==> config.mk <==
export PLATFORM = sky130hd
export DESIGN_NAME = dac_cmd_dispatch
export DESIGN_NICKNAME = d
export VERILOG_FILES = /design/src/rtl/dac_cmd_dispatch_pkg.sv /design/src/rtl/dac_cmd_dispatch_holdoff_counter.sv /design/src/rtl/dac_cmd_dispatch.sv
export SDC_FILE = /design/constraint.sdc
export NUM_CORES = 1
export LEC_CHECK = 0
export BUFFER_PORTS_ARGS = -buffer_cell sky130_fd_sc_hd__buf_4
export CAP_MARGIN = 10
export CELL_PAD_IN_SITES_DETAIL_PLACEMENT = 1
export CELL_PAD_IN_SITES_GLOBAL_PLACEMENT = 1
export CORE_ASPECT_RATIO = 1.2
export CORE_MARGIN = 4
export CORE_UTILIZATION = 40
export DETAILED_ROUTE_END_ITERATION = 8
export HOLD_SLACK_MARGIN = 0.15
export PLACE_DENSITY = 0.77
export SETUP_SLACK_MARGIN = 0.02
export SKIP_LAST_GASP = 1
export SLEW_MARGIN = 20
export SYNTH_ARGS = -nofsm -noshare
export SYNTH_HDL_FRONTEND = slang
export SYNTH_HIERARCHICAL = 1
export SYNTH_SLANG_ARGS = --single-unit
==> constraint.sdc <==
create_clock -name bitclk -period 4.15 [get_ports bitclk]
set_clock_uncertainty 0.05 [all_clocks]
set_input_delay 0.415 -clock bitclk [delete_from_list [all_inputs] [get_ports bitclk]]
set_output_delay 0.415 -clock bitclk [all_outputs]
set_load 0.005 [all_outputs]
==> src/rtl/dac_cmd_dispatch_pkg.sv <==
// Command word layout, opcodes and FSM state encoding for the DAC command dispatcher.
// Shared by the dispatcher top and its hold-off counter.
package dac_cmd_dispatch_pkg;

  localparam int CMD_W = 32;

  typedef enum logic [1:0] {
    OP_NOP     = 2'b00,
    OP_WRITE   = 2'b01,
    OP_BCAST   = 2'b10,
    OP_SETHOLD = 2'b11
  } opcode_t;

  // Field order from MSB: [31:30] op, [29:24] ch, [23:18] timer, [17:16] rsvd, [15:0] value
  typedef struct packed {
    opcode_t     op;
    logic [5:0]  ch;
    logic [5:0]  timer;
    logic [1:0]  rsvd;
    logic [15:0] value;
  } cmd_t;

  typedef enum logic [2:0] {
    ST_IDLE,
    ST_POP,
    ST_CAPTURE,
    ST_DECODE,
    ST_WAIT,
    ST_LOAD,
    ST_HOLD
  } state_t;

endpackage

==> src/rtl/dac_cmd_dispatch_holdoff_counter.sv <==
// Down-counter timing the gap after a DAC load; done is high while at most one cycle remains.
// Loaded on the LOAD->HOLD transition, decrements only while enabled, no backpressure.
module dac_cmd_dispatch_holdoff_counter #(
  parameter int HOLDW = 16
) (
  input  logic             bitclk,
  input  logic             rst_n,
  input  logic             load,
  input  logic             en,
  input  logic [HOLDW-1:0] load_val,
  output logic             done
);

  logic [HOLDW-1:0] cnt_q;

  always_ff @(posedge bitclk or negedge rst_n) begin
    if (!rst_n) begin
      cnt_q <= '0;
    end else if (load) begin
      cnt_q <= load_val;
    end else if (en && (cnt_q != '0)) begin
      cnt_q <= cnt_q - HOLDW'(1);
    end
  end

  // A load value of N gives exactly N HOLD cycles: exit is taken on the cycle holding 1.
  assign done = (cnt_q <= HOLDW'(1));

endmodule

==> src/rtl/dac_cmd_dispatch.sv <==
// Pops 32-bit command words from the USB FIFO and issues one-cycle load strobes to idle DAC drivers.
// Pop-to-strobe is 4 cycles with the target free; one command in flight, stalls in WAIT while busy.
module dac_cmd_dispatch
  import dac_cmd_dispatch_pkg::*;
#(
  parameter int NCH   = 8,
  parameter int HOLDW = 16
) (
  input  logic             bitclk,
  input  logic             rst_n,
  input  logic [CMD_W-1:0] fifo_data,
  input  logic             fifo_empty,
  output logic             fifo_rdreq,
  input  logic [NCH-1:0]   dac_busy,
  output logic [NCH-1:0]   dac_load,
  output logic [15:0]      dac_value,
  output logic [5:0]       dac_timer,
  output logic [5:0]       last_ch,
  output logic [7:0]       bad_cmd_cnt,
  output logic             idle
);

  localparam logic [6:0] NCH_W = 7'(NCH);

  state_t           state_q;
  state_t           state_d;
  cmd_t             cmd_q;
  logic [5:0]       target_q;
  logic [HOLDW-1:0] holdoff_q;
  logic [NCH-1:0]   tgt_hot;
  logic             busy_sel;
  logic             ch_valid;
  logic             more;
  logic             hold_load;
  logic             hold_done;
  logic             unused_rsvd;

  assign unused_rsvd = ^cmd_q.rsvd;
  assign ch_valid    = ({1'b0, cmd_q.ch} < NCH_W);
  assign more        = (cmd_q.op == OP_BCAST) && ({1'b0, target_q} < (NCH_W - 7'd1));

  always_comb begin
    tgt_hot = '0;
    for (int i = 0; i < NCH; i++) begin
      tgt_hot[i] = (target_q == 6'(i));
    end
  end

  assign busy_sel = |(dac_busy & tgt_hot);
  assign dac_load = (state_q == ST_LOAD) ? tgt_hot : '0;
  assign idle     = (state_q == ST_IDLE);

  always_ff @(posedge bitclk or negedge rst_n) begin
    if (!rst_n) begin
      state_q <= ST_IDLE;
    end else begin
      state_q <= state_d;
    end
  end

  always_comb begin
    state_d    = state_q;
    fifo_rdreq = 1'b0;
    hold_load  = 1'b0;
    case (state_q)
      ST_IDLE:    if (!fifo_empty) state_d = ST_POP;
      ST_POP: begin
        fifo_rdreq = 1'b1;
        state_d    = ST_CAPTURE;
      end
      ST_CAPTURE: state_d = ST_DECODE;
      ST_DECODE: begin
        case (cmd_q.op)
          OP_WRITE: state_d = ch_valid ? ST_WAIT : ST_IDLE;
          OP_BCAST: state_d = ST_WAIT;
          default:  state_d = ST_IDLE;
        endcase
      end
      ST_WAIT:    if (!busy_sel) state_d = ST_LOAD;
      ST_LOAD: begin
        if (holdoff_q != '0) begin
          state_d   = ST_HOLD;
          hold_load = 1'b1;
        end else begin
          state_d = more ? ST_WAIT : ST_IDLE;
        end
      end
      ST_HOLD:    if (hold_done) state_d = more ? ST_WAIT : ST_IDLE;
      default:    state_d = ST_IDLE;
    endcase
  end

  always_ff @(posedge bitclk or negedge rst_n) begin
    if (!rst_n) begin
      cmd_q       <= '0;
      target_q    <= '0;
      holdoff_q   <= '0;
      dac_value   <= '0;
      dac_timer   <= '0;
      last_ch     <= '0;
      bad_cmd_cnt <= '0;
    end else begin
      if (state_q == ST_CAPTURE) begin
        cmd_q <= cmd_t'(fifo_data);
      end
      if (state_q == ST_DECODE) begin
        if (cmd_q.op == OP_SETHOLD) begin
          holdoff_q <= HOLDW'(cmd_q.value);
        end
        if ((cmd_q.op == OP_WRITE) && !ch_valid && (bad_cmd_cnt != 8'hFF)) begin
          bad_cmd_cnt <= bad_cmd_cnt + 8'd1;
        end
        target_q <= (cmd_q.op == OP_BCAST) ? 6'd0 : cmd_q.ch;
      end
      // Output registers change on the same edge that raises the strobe.
      if ((state_q == ST_WAIT) && (state_d == ST_LOAD)) begin
        dac_value <= cmd_q.value;
        dac_timer <= cmd_q.timer;
        last_ch   <= target_q;
      end
      if (((state_q == ST_LOAD) || (state_q == ST_HOLD)) && (state_d == ST_WAIT)) begin
        target_q <= target_q + 6'd1;
      end
    end
  end

  dac_cmd_dispatch_holdoff_counter #(
    .HOLDW(HOLDW)
  ) u_holdoff (
    .bitclk  (bitclk),
    .rst_n   (rst_n),
    .load    (hold_load),
    .en      (state_q == ST_HOLD),
    .load_val(holdoff_q),
    .done    (hold_done)
  );

endmodule

# Yosys cells after proc, flatten, opt, wreduce, memory -nomap -nowiden
# Index checks and enable logic that the tools add are counted.
# W data, S select, Z words.
[word_totals]
regBits = 107
out_inout_bits = 46
wordCells = 72
[classes]
eq_ne = 19
n_bitwise = 1
magnitude_cmp = 3
add_sub_neg = 3
muxes = 17
n_reduce_logical = 17
[ops]
columns = ["op", "count"]
rows = [
  ["$mux W16", 2],
  ["$reduce_bool A16 Y1", 2],
  ["$eq A6 B3 Y1 const B", 4],
  ["$pmux W3 S7", 1],
  ["$mux W3", 6],
  ["$mux W6", 3],
  ["$le A16 B1 Y1 const B", 1],
  ["$sub A16 B1 Y16 const B", 1],
  ["$eq A3 B3 Y1 const B", 5],
  ["$eq A6 B2 Y1 const B", 2],
  ["$add A8 B1 Y8 const B", 1],
  ["$and A8 B8 Y8", 1],
  ["$mux W8", 1],
  ["$ne A8 B8 Y1 const B", 1],
  ["$reduce_or A8 Y1", 1],
  ["$add A6 B1 Y6 const B", 1],
  ["$eq A3 B2 Y1 const B", 2],
  ["$eq A6 B1 Y1 const B", 1],
  ["$logic_and A1 B1 Y1", 6],
  ["$logic_not A6 Y1", 1],
  ["$lt A6 B3 Y1 const B", 1],
  ["$lt A6 B4 Y1 const B", 1],
  ["$pmux W3 S2", 1],
  ["$eq A2 B2 Y1 const B", 2],
  ["other kinds (8)", 12],
]

# Logic depth before layout (Yosys ltp)
[depth]
ltp_word = 8
mapped_depth = 8
mapped_depth_nobuf = 8

# Cells and area by module
# Netlist, hierarchy kept.
[by_module_without_submodules]
columns = ["mod", "n_inst", "area_per_inst_um2", "cells_per_inst"]
rows = [
  ["dac_cmd_dispatch", 1, 3958.8, 300],
  ["dac_cmd_dispatch_holdoff_counter", 1, 1079.8, 128],
]

# Least setup slack after synthesis
# OpenSTA, ideal clock, no wires.
[synth_timing]
kind = "flip-flop to flip-flop"
from = "register state_q[0]"
to = "register u_holdoff.cnt_q[13]"
slack_ns = 1.598
period_less_slack_ns = 2.552
setup_ns = 0.069
path_stages_with_launch = 9
t_arrival_ns = 2.433
t_required_ns = 4.031
cell_sequence = "dfrtp_1 -> buf_2 -> nand2b_1 -> nor2_1 -> clkbuf_1 -> or4b_1 -> or4_4 -> or4b_1 -> nand3_1"
[synth_between]
elab_chain_cells = 3
elab_cells_between_ends = 6
[synth_rtl]
columns = ["element", "line", "source"]
rows = [
  ["start: declaration", "dac_cmd_dispatch.sv:25", "state_t state_q;"],
  ["start signal: assignment", "dac_cmd_dispatch.sv:57", "state_q <= state_d;"],
  ["$eq A3 B3 Y1 (on tied branches)", "dac_cmd_dispatch.sv:65, dac_cmd_dispatch.sv:133", ""],
  ["$mux W1 / $logic_and A1 B1 Y1 (equally long branches)", "dac_cmd_dispatch.sv:65, dac_cmd_dispatch_holdoff_counter.sv:21", ""],
  ["$mux W16 / $reduce_bool A2 Y1 (equally long branches)", "-", ""],
  ["end signal: assignment", "dac_cmd_dispatch_holdoff_counter.sv:20", "cnt_q <= load_val;"],
  ["end signal: assignment", "dac_cmd_dispatch_holdoff_counter.sv:22", "cnt_q <= cnt_q - HOLDW'(1);"],
  ["end: declaration", "dac_cmd_dispatch_holdoff_counter.sv:14", "logic [HOLDW-1:0] cnt_q;"],
]
# Parallel ways exist; a longest one is shown, timed or not.
# A chain may end at the register's enable or synchronous reset.

# Worst setup path after layout
# Ends and elaborated chain as after synthesis.

==> metrics.txt <==
Hold Path Class input port to register; fin area 0.00611 sq mm; dpl ws 1250 ps; period utilization 70.8%; CP endpoint kind register; root buffer selected by CTS clkbuf_16; combinational share of power 37.4%; DR vias 3685; Leak 0.00273 uW; cell area power density 738 mW/mm^2; post_cts resized 0; Hold Fails Final Rpt 0; worst r2r dst u_holdoff/cnt_q[13]; final slew viol count 0; die width 110 um; met2 WL 6880 um; maximum root-to-sink buffer count 2; worst endpoint required time 4380 ps; Synth Area per Inst 11.8 sq um; crit path DAT 3170 ps; Net Count, Synth 481; routed length on met3 415 um; Max-Cap Viols 0; post-synthesis compound-gate area fraction 8.49%; # port buffers 86; number of flops mapped to enable cells by yosys 0; TritonCTS sink count 107; Avg WL per Cell 18.8 um; Area Growth Syn to Fin 21.3%; DRC violation total after the first TritonRoute iteration 109; largest net degree at the start of global routing 52; Switching Fraction 36.5%; cells after synthesis 428; final WL 12700 um; Seq pwr share 44.1%; post-DP HPWL 9040 um; GRT Resource Usage Total 17.6%; First-pass DRT Iterations 4; Pint 2870 uW; combinational family with the most area after synthesis multiplexers; VDD IR-drop max 0.346 mV; Worst Max-Slew Pin Slew 1050 ps; first-pass GRT wire length 20700 um; antenna cells 0; setup_tns 0 ps; status finished, final reports clean; Yosys warning count 6; FMAX 340 MHz; Initial Utilization 41.2%; reg2reg start state_q[0]; Placed Area 0.00582 sq mm; end point of the critical path u_holdoff/cnt_q[13]; P_sw 1640 uW; Final Wtd Congestion 0.815; clock latency at the later pin of the worst-skew pair 350 ps; H-tree levels 3; CP Launch Type register; Hold WS 235 ps; fill count 1354; commonest cells after routing, fill and taps aside dfrtp_1 (107), buf_4 (91), mux2_2 (66); M1 WL 5210 um; final worst slack 1210 ps; Post-Synth Adder-Cell Area 2.48%; Synth Area in XOR/XNOR 1.22%; CTS tree built; CP Max Fanout 9; clock share of power 18.5%; Slew Limit Headroom 29.7%; Overflow after GRT 0; total die area 0.0145 sq mm; vias in the first global route 4068; Vias/cell 5.44; FP Rows 44; asr flop ratio synth 100%; crit path time final 2940 ps; drc violations 0; Post-Syn Area 0.00504 sq mm; TritonCTS Buffers 9; proportion of synthesized area in mux cells 17.8%; Post-Synth Simple-Gate Area 13.2%; post-synth cell types 54; RSZ-0062 raised after global routing false; core area 0.0122 sq mm; # IOs 89; setup violators final 0; Die Ht 131 um; sequential cell area fraction in the yosys report 53.1%; Antenna Nets Post-Route 0; final net count 564; Top FF cell, synth dfrtp_1; R2R Setup Slk 1210 ps; worst r2r path cells 6; Critical path origin state_q[0]; Synth Register Bits 107; Setup CP Type register to register; share of cells above drive strength 1 36.4%; max layer used met4; Power Total 4510 uW; clock slew at reported path FFs 80 ps; initial antenna violation count 0; commonest non-fill, non-tap cell in the layout dfrtp_1
==> worst min-delay path by stage <==
stage	slack [ps]	cells past startpoint	to	startpoint
floorplan	70	0	bad_cmd_cnt[0]	rst_n
global placement	430	1	dac_value[14]	rst_n
detailed placement	440	1	cmd_q[10]	rst_n
CTS	230	2	cmd_q[29]	fifo_data[29]
global route	230	2	cmd_q[29]	fifo_data[29]
finish	240	3	cmd_q[31]	fifo_data[31]
==> power by group through the flow <==
stage          Combinational, uW  Clock, uW  Sequential, uW
6_report                    1690        834            1990
5_1_grt                     1850        889            2060
4_1_cts                     1710        852            1990
3_5_place_dp                1690          0            2000
3_3_place_gp                1610          0            1960
2_1_floorplan               1170          0            1830
==> critical path, stage by stage, from the launching register on <==
cell and delay [ps]:
dfrtp_1 470, nand2b_1 250, nor2_1 440, or4b_1 590
or4_4 480, or4b_1 470, nand3_1 100
==> logic make-up after synthesis <==
group,Yosys count
and+or+nand+nor,126
DFF,107
muxes,77
AOI/OAI and AO/OA,65
buffers and inverters,36
adders and majority gates,10
xor gates and xnor gates,7
==> per-layer routing <==
metal	track usage, %	up-vias
met4	5.94	0
met2	32.9	75
met1	20.9	1889
li1	-	1705
met3	2.81	16
met5	0	-
==> registers in the layout, indices dropped and copies added, names as in the netlist <==
signal           count
bad_cmd_cnt          8
cmd_q               30
dac_timer            6
dac_value           16
holdoff_q           16
last_ch              6
state_q              3
target_q             6
u_holdoff/cnt_q     16
==> metrics by stage <==
| step | instances | utilization [%] |
|---|---|---|
| 6_report | 677 | 50.0 |
| 5_1_grt | 677 | 50.0 |
| 4_1_cts | 677 | 50.0 |
| 3_5_place_dp | 660 | 47.6 |
| 3_3_place_gp | 660 | 47.6 |
| 2_1_floorplan | 428 | - |
==> layout make-up <==
class / count / area, sq um / share of cell area [%]
flip-flops and latches: 107 / 2680 / 43.8
multi-input cells: 285 / 2190 / 35.9
repair buffers: 92 / 693 / 11.3
clock buffers: 9 / 225 / 3.69
well taps: 161 / 201 / 3.30
inverters: 16 / 60.1 / 0.983
clock inverters: 7 / 57.6 / 0.942
==> synthesized netlist by cell type, drive strengths merged (2+ instances only) <==
library cell  count  area [sq um]
a211o             4          35.0
a211oi            2          15.0
a21oi            18          93.8
a221oi            2          17.5
a22oi             3          22.5
a2bb2oi           4          35.0
a31oi             2          12.5
and2             10          62.6
and3              4          25.0
buf              12          90.1
clkbuf            8          31.3
dfrtp           107          2680
ha               10           125
inv              16          60.1
mux2             75           878
mux2i             2          20.0
nand2            28           108
nand2b            3          18.8
nand3            13          65.1
nand3b            2          15.0
nand4             8          50.1
nor2             20          75.1
nor2b             5          31.3
nor3             11          55.1
nor4              8          50.1
o2111ai           2          17.5
o211ai            3          22.5
o21ai            14          70.1
o22ai             4          25.0
o41ai             2          17.5
or3               4          25.0
or4               3          26.3
or4b              2          20.0
xnor2             6          52.6
==> repair_timing <==
item                       in CTS  in global routing
hold buffers                    1                  0
hold endpoints to repair       49                  0
setup endpoints to repair       0                  0
buffers inserted                0                  0
Power figures use the tool's default switching activity.
